**src/rtl/gg_video_pkg.sv**
```systemverilog
// Shared Game Gear video constants, the 12-bit pixel type and the row-fetch FSM states.
package gg_video_pkg;

  localparam int SRC_W    = 160;
  localparam int SRC_H    = 144;
  localparam int H_ACTIVE = 640;
  localparam int V_ACTIVE = 480;

  localparam int COL_W  = $clog2(SRC_W + 1);
  localparam int ROW_W  = $clog2(SRC_H);
  localparam int ADDR_W = 15;

  typedef struct packed {
    logic [3:0] r;
    logic [3:0] g;
    logic [3:0] b;
  } rgb12_t;

  typedef enum logic [1:0] {
    ST_IDLE,
    ST_FETCH,
    ST_DRAIN,
    ST_DONE
  } fetch_state_e;

  function automatic rgb12_t halve_rgb(input rgb12_t c);
    halve_rgb = {1'b0, c.r[3:1], 1'b0, c.g[3:1], 1'b0, c.b[3:1]};
  endfunction

endpackage

```
**src/rtl/gg_line_ram.sv**
```systemverilog
// One source row of pixels: synchronous write port, asynchronous read port.
module gg_line_ram
  import gg_video_pkg::*;
(
  input  logic             clk_i,
  input  logic             we_i,
  input  logic [COL_W-1:0] waddr_i,
  input  rgb12_t           wdata_i,
  input  logic [COL_W-1:0] raddr_i,
  output rgb12_t           rdata_o
);

  rgb12_t mem_q [SRC_W];

  always_ff @(posedge clk_i) begin
    if (we_i) begin
      mem_q[waddr_i] <= wdata_i;
    end
  end

  assign rdata_o = mem_q[raddr_i];

endmodule

```
**src/rtl/gg_vga_scaler.sv**
```systemverilog
// Triple-scales the 160x144 Game Gear frame into the 640x480 VGA raster via a one-row line buffer.
// Optional scanline dimming on the last replicated line is enabled by defining GG_SCALER_SCANLINE_EN.
module gg_vga_scaler
  import gg_video_pkg::*;
#(
  parameter int          SCALE      = 3,
  parameter int          X_OFS      = 80,
  parameter int          Y_OFS      = 24,
  parameter logic [11:0] BORDER_RGB = 12'h000
) (
  input  logic              clk_50_i,
  input  logic              rst_i,
  input  logic              pixel_en_i,
  input  logic [9:0]        pixel_x_i,
  input  logic [9:0]        pixel_y_i,
  input  logic              active_i,
  output logic              fb_rd_o,
  output logic [ADDR_W-1:0] fb_addr_o,
  input  logic [11:0]       fb_data_i,
  output logic [3:0]        vga_r_o,
  output logic [3:0]        vga_g_o,
  output logic [3:0]        vga_b_o,
  output logic              underrun_o
);

  localparam int WIN_W = SRC_W * SCALE;
  localparam int WIN_H = SRC_H * SCALE;
  localparam int PH_W  = (SCALE > 1) ? $clog2(SCALE) : 1;
  localparam logic [PH_W-1:0] PH_LAST = PH_W'(SCALE - 1);

  fetch_state_e      state_q, state_d;
  logic [COL_W-1:0]  col_q, col_d;
  logic [ROW_W-1:0]  srcRow_q;
  logic [ADDR_W-1:0] rowBase_q;
  logic [PH_W-1:0]   linePh_q, linePhNext;
  logic              armed_q;
  logic              underrun_q;
  logic [COL_W-1:0]  srcCol_q, curCol;
  logic [PH_W-1:0]   subPh_q, curPh;
  rgb12_t            rgb_q, rgb_d;

  logic              frameStart, hEnd, trigger, nextInRange;
  logic [10:0]       nextLine;
  logic              inWinX, inWinY;
  logic              lineWe;
  logic [COL_W-1:0]  lineWaddr;
  rgb12_t            lineRdata, pix;

  assign frameStart  = pixel_en_i && (pixel_x_i == 10'd0) && (pixel_y_i == 10'd0);
  assign hEnd        = pixel_en_i && (pixel_x_i == 10'(H_ACTIVE));
  assign nextLine    = {1'b0, pixel_y_i} + 11'd1;
  assign nextInRange = (nextLine >= 11'(Y_OFS)) && (nextLine < 11'(Y_OFS + WIN_H));

  // Line phase of the upcoming line; phase 0 marks the first copy of a new source row.
  always_comb begin
    linePhNext = linePh_q + PH_W'(1);
    if ((nextLine == 11'(Y_OFS)) || (linePh_q == PH_LAST)) begin
      linePhNext = '0;
    end
  end

  assign trigger = hEnd && nextInRange && (linePhNext == '0);

  always_ff @(posedge clk_50_i) begin
    if (rst_i) begin
      state_q <= ST_IDLE;
      col_q   <= '0;
    end else begin
      state_q <= state_d;
      col_q   <= col_d;
    end
  end

  always_comb begin
    state_d = state_q;
    col_d   = col_q;
    unique case (state_q)
      ST_IDLE: begin
        col_d = '0;
        if (trigger) begin
          state_d = ST_FETCH;
        end
      end
      ST_FETCH: begin
        col_d = col_q + COL_W'(1);
        if (col_q == COL_W'(SRC_W - 1)) begin
          state_d = ST_DRAIN;
        end
      end
      ST_DRAIN: state_d = ST_DONE;
      ST_DONE:  state_d = ST_IDLE;
      default:  state_d = ST_IDLE;
    endcase
  end

  assign fb_rd_o   = (state_q == ST_FETCH);
  assign fb_addr_o = fb_rd_o ? (rowBase_q + ADDR_W'(col_q)) : '0;

  // Read data lands one cycle after its strobe, so the write index trails col by one.
  assign lineWe    = ((state_q == ST_FETCH) && (col_q != '0)) || (state_q == ST_DRAIN);
  assign lineWaddr = col_q - COL_W'(1);

  always_ff @(posedge clk_50_i) begin
    if (rst_i) begin
      srcRow_q   <= '0;
      rowBase_q  <= '0;
      linePh_q   <= '0;
      armed_q    <= 1'b0;
      underrun_q <= 1'b0;
    end else begin
      if (frameStart) begin
        srcRow_q  <= '0;
        rowBase_q <= '0;
        linePh_q  <= '0;
        armed_q   <= 1'b0;
      end else begin
        if ((state_q == ST_DONE) && (srcRow_q != ROW_W'(SRC_H - 1))) begin
          srcRow_q  <= srcRow_q + ROW_W'(1);
          rowBase_q <= rowBase_q + ADDR_W'(SRC_W);
        end
        if (hEnd && nextInRange) begin
          linePh_q <= linePhNext;
        end
        if (pixel_en_i && active_i && armed_q) begin
          armed_q <= 1'b0;
        end
        if (trigger && (state_q == ST_IDLE)) begin
          armed_q <= 1'b1;
        end
      end
      if (trigger && (state_q != ST_IDLE)) begin
        underrun_q <= 1'b1;
      end
      if (pixel_en_i && active_i && armed_q &&
          ((state_q == ST_FETCH) || (state_q == ST_DRAIN))) begin
        underrun_q <= 1'b1;
      end
    end
  end

  assign inWinX = (pixel_x_i >= 10'(X_OFS)) && (pixel_x_i < 10'(X_OFS + WIN_W));
  assign inWinY = (pixel_y_i >= 10'(Y_OFS)) && (pixel_y_i < 10'(Y_OFS + WIN_H));

  always_comb begin
    curCol = srcCol_q;
    curPh  = subPh_q;
    if (pixel_x_i == 10'(X_OFS)) begin
      curCol = '0;
      curPh  = '0;
    end
  end

  always_ff @(posedge clk_50_i) begin
    if (rst_i) begin
      srcCol_q <= '0;
      subPh_q  <= '0;
    end else if (pixel_en_i && inWinX) begin
      if (curPh == PH_LAST) begin
        subPh_q  <= '0;
        srcCol_q <= curCol + COL_W'(1);
      end else begin
        subPh_q  <= curPh + PH_W'(1);
        srcCol_q <= curCol;
      end
    end
  end

  gg_line_ram u_line_ram (
    .clk_i   (clk_50_i),
    .we_i    (lineWe),
    .waddr_i (lineWaddr),
    .wdata_i (fb_data_i),
    .raddr_i (curCol),
    .rdata_o (lineRdata)
  );

  always_comb begin
    pix = lineRdata;
`ifdef GG_SCALER_SCANLINE_EN
    if (linePh_q == PH_LAST) begin
      pix = halve_rgb(lineRdata);
    end
`endif
    rgb_d = rgb_q;
    if (pixel_en_i) begin
      if (!active_i) begin
        rgb_d = '0;
      end else if (inWinX && inWinY) begin
        rgb_d = pix;
      end else begin
        rgb_d = BORDER_RGB;
      end
    end
  end

  always_ff @(posedge clk_50_i) begin
    if (rst_i) begin
      rgb_q <= '0;
    end else begin
      rgb_q <= rgb_d;
    end
  end

  assign vga_r_o    = rgb_q.r;
  assign vga_g_o    = rgb_q.g;
  assign vga_b_o    = rgb_q.b;
  assign underrun_o = underrun_q;

endmodule

```
**config.mk**
```make
export PLATFORM = sky130hd
export DESIGN_NAME = gg_vga_scaler
export DESIGN_NICKNAME = d
export VERILOG_FILES = /design/src/rtl/gg_video_pkg.sv /design/src/rtl/gg_line_ram.sv /design/src/rtl/gg_vga_scaler.sv
export SDC_FILE = /design/constraint.sdc
export NUM_CORES = 2
export LEC_CHECK = 0
export BUFFER_PORTS_ARGS = -buffer_cell sky130_fd_sc_hd__buf_2
export CORE_MARGIN = 2
export CORE_UTILIZATION = 63
export DETAILED_ROUTE_END_ITERATION = 7
export HOLD_SLACK_MARGIN = 0.02
export PLACE_DENSITY = 0.79
export SYNTH_ARGS = -nofsm -noshare
export SYNTH_HDL_FRONTEND = slang
export SYNTH_SLANG_ARGS = --single-unit
export TNS_END_PERCENT = 20
```
**constraint.sdc**
```tcl
create_clock -name clk_50_i -period 3.5 [get_ports clk_50_i]
set_input_delay 0.35 -clock clk_50_i [delete_from_list [all_inputs] [get_ports clk_50_i]]
set_output_delay 0.35 -clock clk_50_i [all_outputs]
set_load 0.02 [all_outputs]
```
==> flow_summary.yaml <==
floorplan:
  start_util_pct: 63.66
  die-area_um2: 130200
  fp.dieW_um: 360.9
  row_count: 130
  coreArea_um2: 126100
  ios: 65
  dieHeight_um: 360.9
route:
  vias_per_cell: 7.097
  route.vias.total: 52680
  drc: 0
  drt_iter0_drc: 9262
  antenna_left: 0
  drtPass1Iterations: 7
  wl_per_cell_um: 31.51
  wirelength_um: 233800
clock_network:
  h-tree-depth: 4
  cts_setup_buffers: 0
  cts_made_buffers: 189
  clockRootBuffer: "clkbuf_16"
  clk_pin_slew_worst_paths_ns: 0.06
  cts_tree: "yes"
  cts_buffer_depth: 3
  insertion_delay_ns: 0.83
  cts.sinks: 1974
logic_synthesis:
  synth_area_leader_cell: "edfxtp_1"
  syn_avg_cell_area_um2: 15.28
  synth.most_common_cell: "edfxtp_1"
  synthTopCellsByCount: "edfxtp_1, nor2_1, a21oi_1"
  synth.cell_area_um2: 80240
  yosysSeqAreaShare_pct: 73.20
  async_flop_share_pct: 0
  synth_top_area_share_pct: 71.85
  syn_nets: 5306
  ys_types: 81
  synth_cells: 5252
  yosys_register_bits: 1974
  synthTopCellsByArea: "edfxtp_1, mux2i_1, a21oi_1"
  synthFlopType: "edfxtp_1"
  yosys_warnings: 0
  synth_edf_count: 1920
min_path:
  hold_depth: 1
  hold_path.class: "input port to register"
worst_setup_path:
  r2r_cells: 6
  reg2reg_slack_ns: 0.05
  critPathArrivalTime_ns: 3.89
  worstSetupStartpointType: "register"
  required_ns: 3.94
  endpoint_kind: "register"
  worstSetupPathType: "register to register"
  crit_fanout: 12
pwr:
  power.leakage_nw: 29.39
  p_total_mw: 46.38
  ir_drop_mv: 0.5306
  power_density_nw_per_um2: 505.3
final_layout:
  fill_cells: 7426
  nets: 5668
  fin_cells: 7422
  area_growth_pct: 14.39
  final_layout_size_suffix_gt1_share_pct: 18.89
  multi_input_area_um2: 19990
  regArea_um2: 58750
  fin_util_pct: 72.82
timing:
  maxSlewViolCount: 0
  maxSlewHeadroom_pct: 7.164
  tightest_slew_ns: 1.387
  period_minus_slack_ns: 3.448
  post-route-period-util_pct: 98.51
  setup_slack_ns: 0.05201
  fmax_mhz: 290.0
  hold_viol: 0
  grt_setup_unrepaired: "no"
  setup_viol: 0
  finalClockSkew_ns: 0.03323
global_routing:
  first_global_vias: 50480
  grt-ovfl-total: 0
  grt_pass1_wl_um: 338100
  grt_start_max_net_pins: 93
  antenna_found_initial: 8
  grt_util_all_layers_pct: 35.62
status:
  outcome: "completed"
flow_run:
  drv_cap: 0
placement:
  io_buffers: 64
  dpl.cell_count: 7062
  place_congestion: 1.015
  place_hpwl_um: 145800
  pre_cts_ws_ns: -0.3346
final timing paths:
kind,from,endpoint
setup / recovery,col_q[1],u_line_ram.mem_q[11][1]
hold / removal,fb_data_i[6],u_line_ram.mem_q[10][6]
setup reg to reg,col_q[1],u_line_ram.mem_q[11][1]
hold reg to reg,srcRow_q[7],srcRow_q[7]
metrics by stage:
step / area (um2) / hold WS [ns] / TNS, ns
after floorplan: 80240 / 0.4489 / 0
after global placement: 85780 / 0.4797 / -2.255
after detailed placement: 85790 / 0.4965 / -3.296
after CTS: 91750 / 0.04405 / -0.0003588
after global routing: 91790 / 0.08181 / 0
final: 91790 / 0.08957 / 0
power by group:
group          internal (mW)  switching (mW)  total [mW]
logic                  0.221           0.760       0.982
registers               25.9          0.0107        25.9
clock network           10.7            8.75        19.5
total                   36.9            9.52        46.4
cell families (layout without fill, tap and decap cells):
group	Yosys count	after routing	synth area share [%]
flops	1974	1974	73.20
compound gates	1243	1243	10.58
buf+inv	415	932	2.116
mux	490	490	7.319
simple gates	1090	1090	6.257
other cells	0	3	0
xor+xnor	22	22	0.2401
fa+ha+maj	18	18	0.2900
sequential cells by signal (all words and copies together) (netlist names):
| signal | cells |
|---|---|
| linePh_q | 2 |
| vga_g_o | 4 |
| subPh_q | 2 |
| underrun_o | 1 |
| col_q | 8 |
| vga_b_o | 4 |
| vga_r_o | 4 |
| srcRow_q | 8 |
| u_line_ram.mem_q | 1920 |
| state_q | 2 |
| armed_q | 1 |
| rowBase_q | 10 |
| srcCol_q | 8 |
critical path, cell delays in order (launching register included):
cell     delay, ns
dfxtp_1       0.46
inv_1         0.14
ha_1          0.23
buf_4         0.17
o31ai_1       0.55
nand2_1       0.64
nor2_2        0.84
timing repair:
action                                  in CTS  in global routing
endpoints found under the setup margin      63                143
hold endpoints to repair                   299                  0
hold buffers                                11                  0
pin swaps                                    0                  0
gates resized for setup                      6                 12
layout make-up:
class / count / share of cell area, %
clock inverter: 97 / 0.7947
sequential: 1974 / 64.00
tap: 1650 / 2.249
inverter: 18 / 0.07633
antenna: 3 / 0.008178
timing repair buffer: 568 / 5.523
clock buffer: 249 / 5.567
multi-input combinational: 2863 / 21.78
placed cells by master, fill, tap and decap left out, types with 27 or more instances in the layout:
| cell | netlist | final |
|---|---|---|
| mux2i_1 | 283 | 283 |
| nor3_1 | 83 | 83 |
| o221ai_1 | 39 | 39 |
| nand2_1 | 301 | 300 |
| dfxtp_1 | 54 | 51 |
| a31oi_1 | 30 | 28 |
| a211oi_1 | 50 | 50 |
| o211ai_1 | 58 | 58 |
| buf_12 | 0 | 69 |
| clkinv_2 | 0 | 37 |
| buf_4 | 4 | 424 |
| nand2b_1 | 27 | 27 |
| a221o_1 | 57 | 57 |
| clkbuf_16 | 0 | 193 |
| clkinv_1 | 2 | 37 |
| nor2_1 | 341 | 319 |
| o21ai_0 | 203 | 203 |
| a21oi_1 | 328 | 328 |
| edfxtp_1 | 1920 | 1920 |
| nor4_1 | 37 | 37 |
| nand3_1 | 134 | 133 |
| clkbuf_1 | 261 | 49 |
| mux2_2 | 144 | 144 |
| mux4_2 | 63 | 63 |
| a221oi_1 | 115 | 115 |
| or3_1 | 31 | 31 |
| and3_1 | 39 | 39 |
| buf_2 | 88 | 52 |
| o22ai_1 | 106 | 106 |
metal layers:
layer | wire [um] | global-route usage [%] | vias up | share of wire (%)
li1 | - | - | 21640 | -
met1 | 81800 | 48.52 | 25920 | 35
met2 | 107100 | 54.13 | 4401 | 46
met3 | 31720 | 8.817 | 713 | 14
met4 | 13150 | 17.96 | 6 | 5.6
met5 | 94 | 0 | - | 0.040
(Power assumes the default switching activity.)
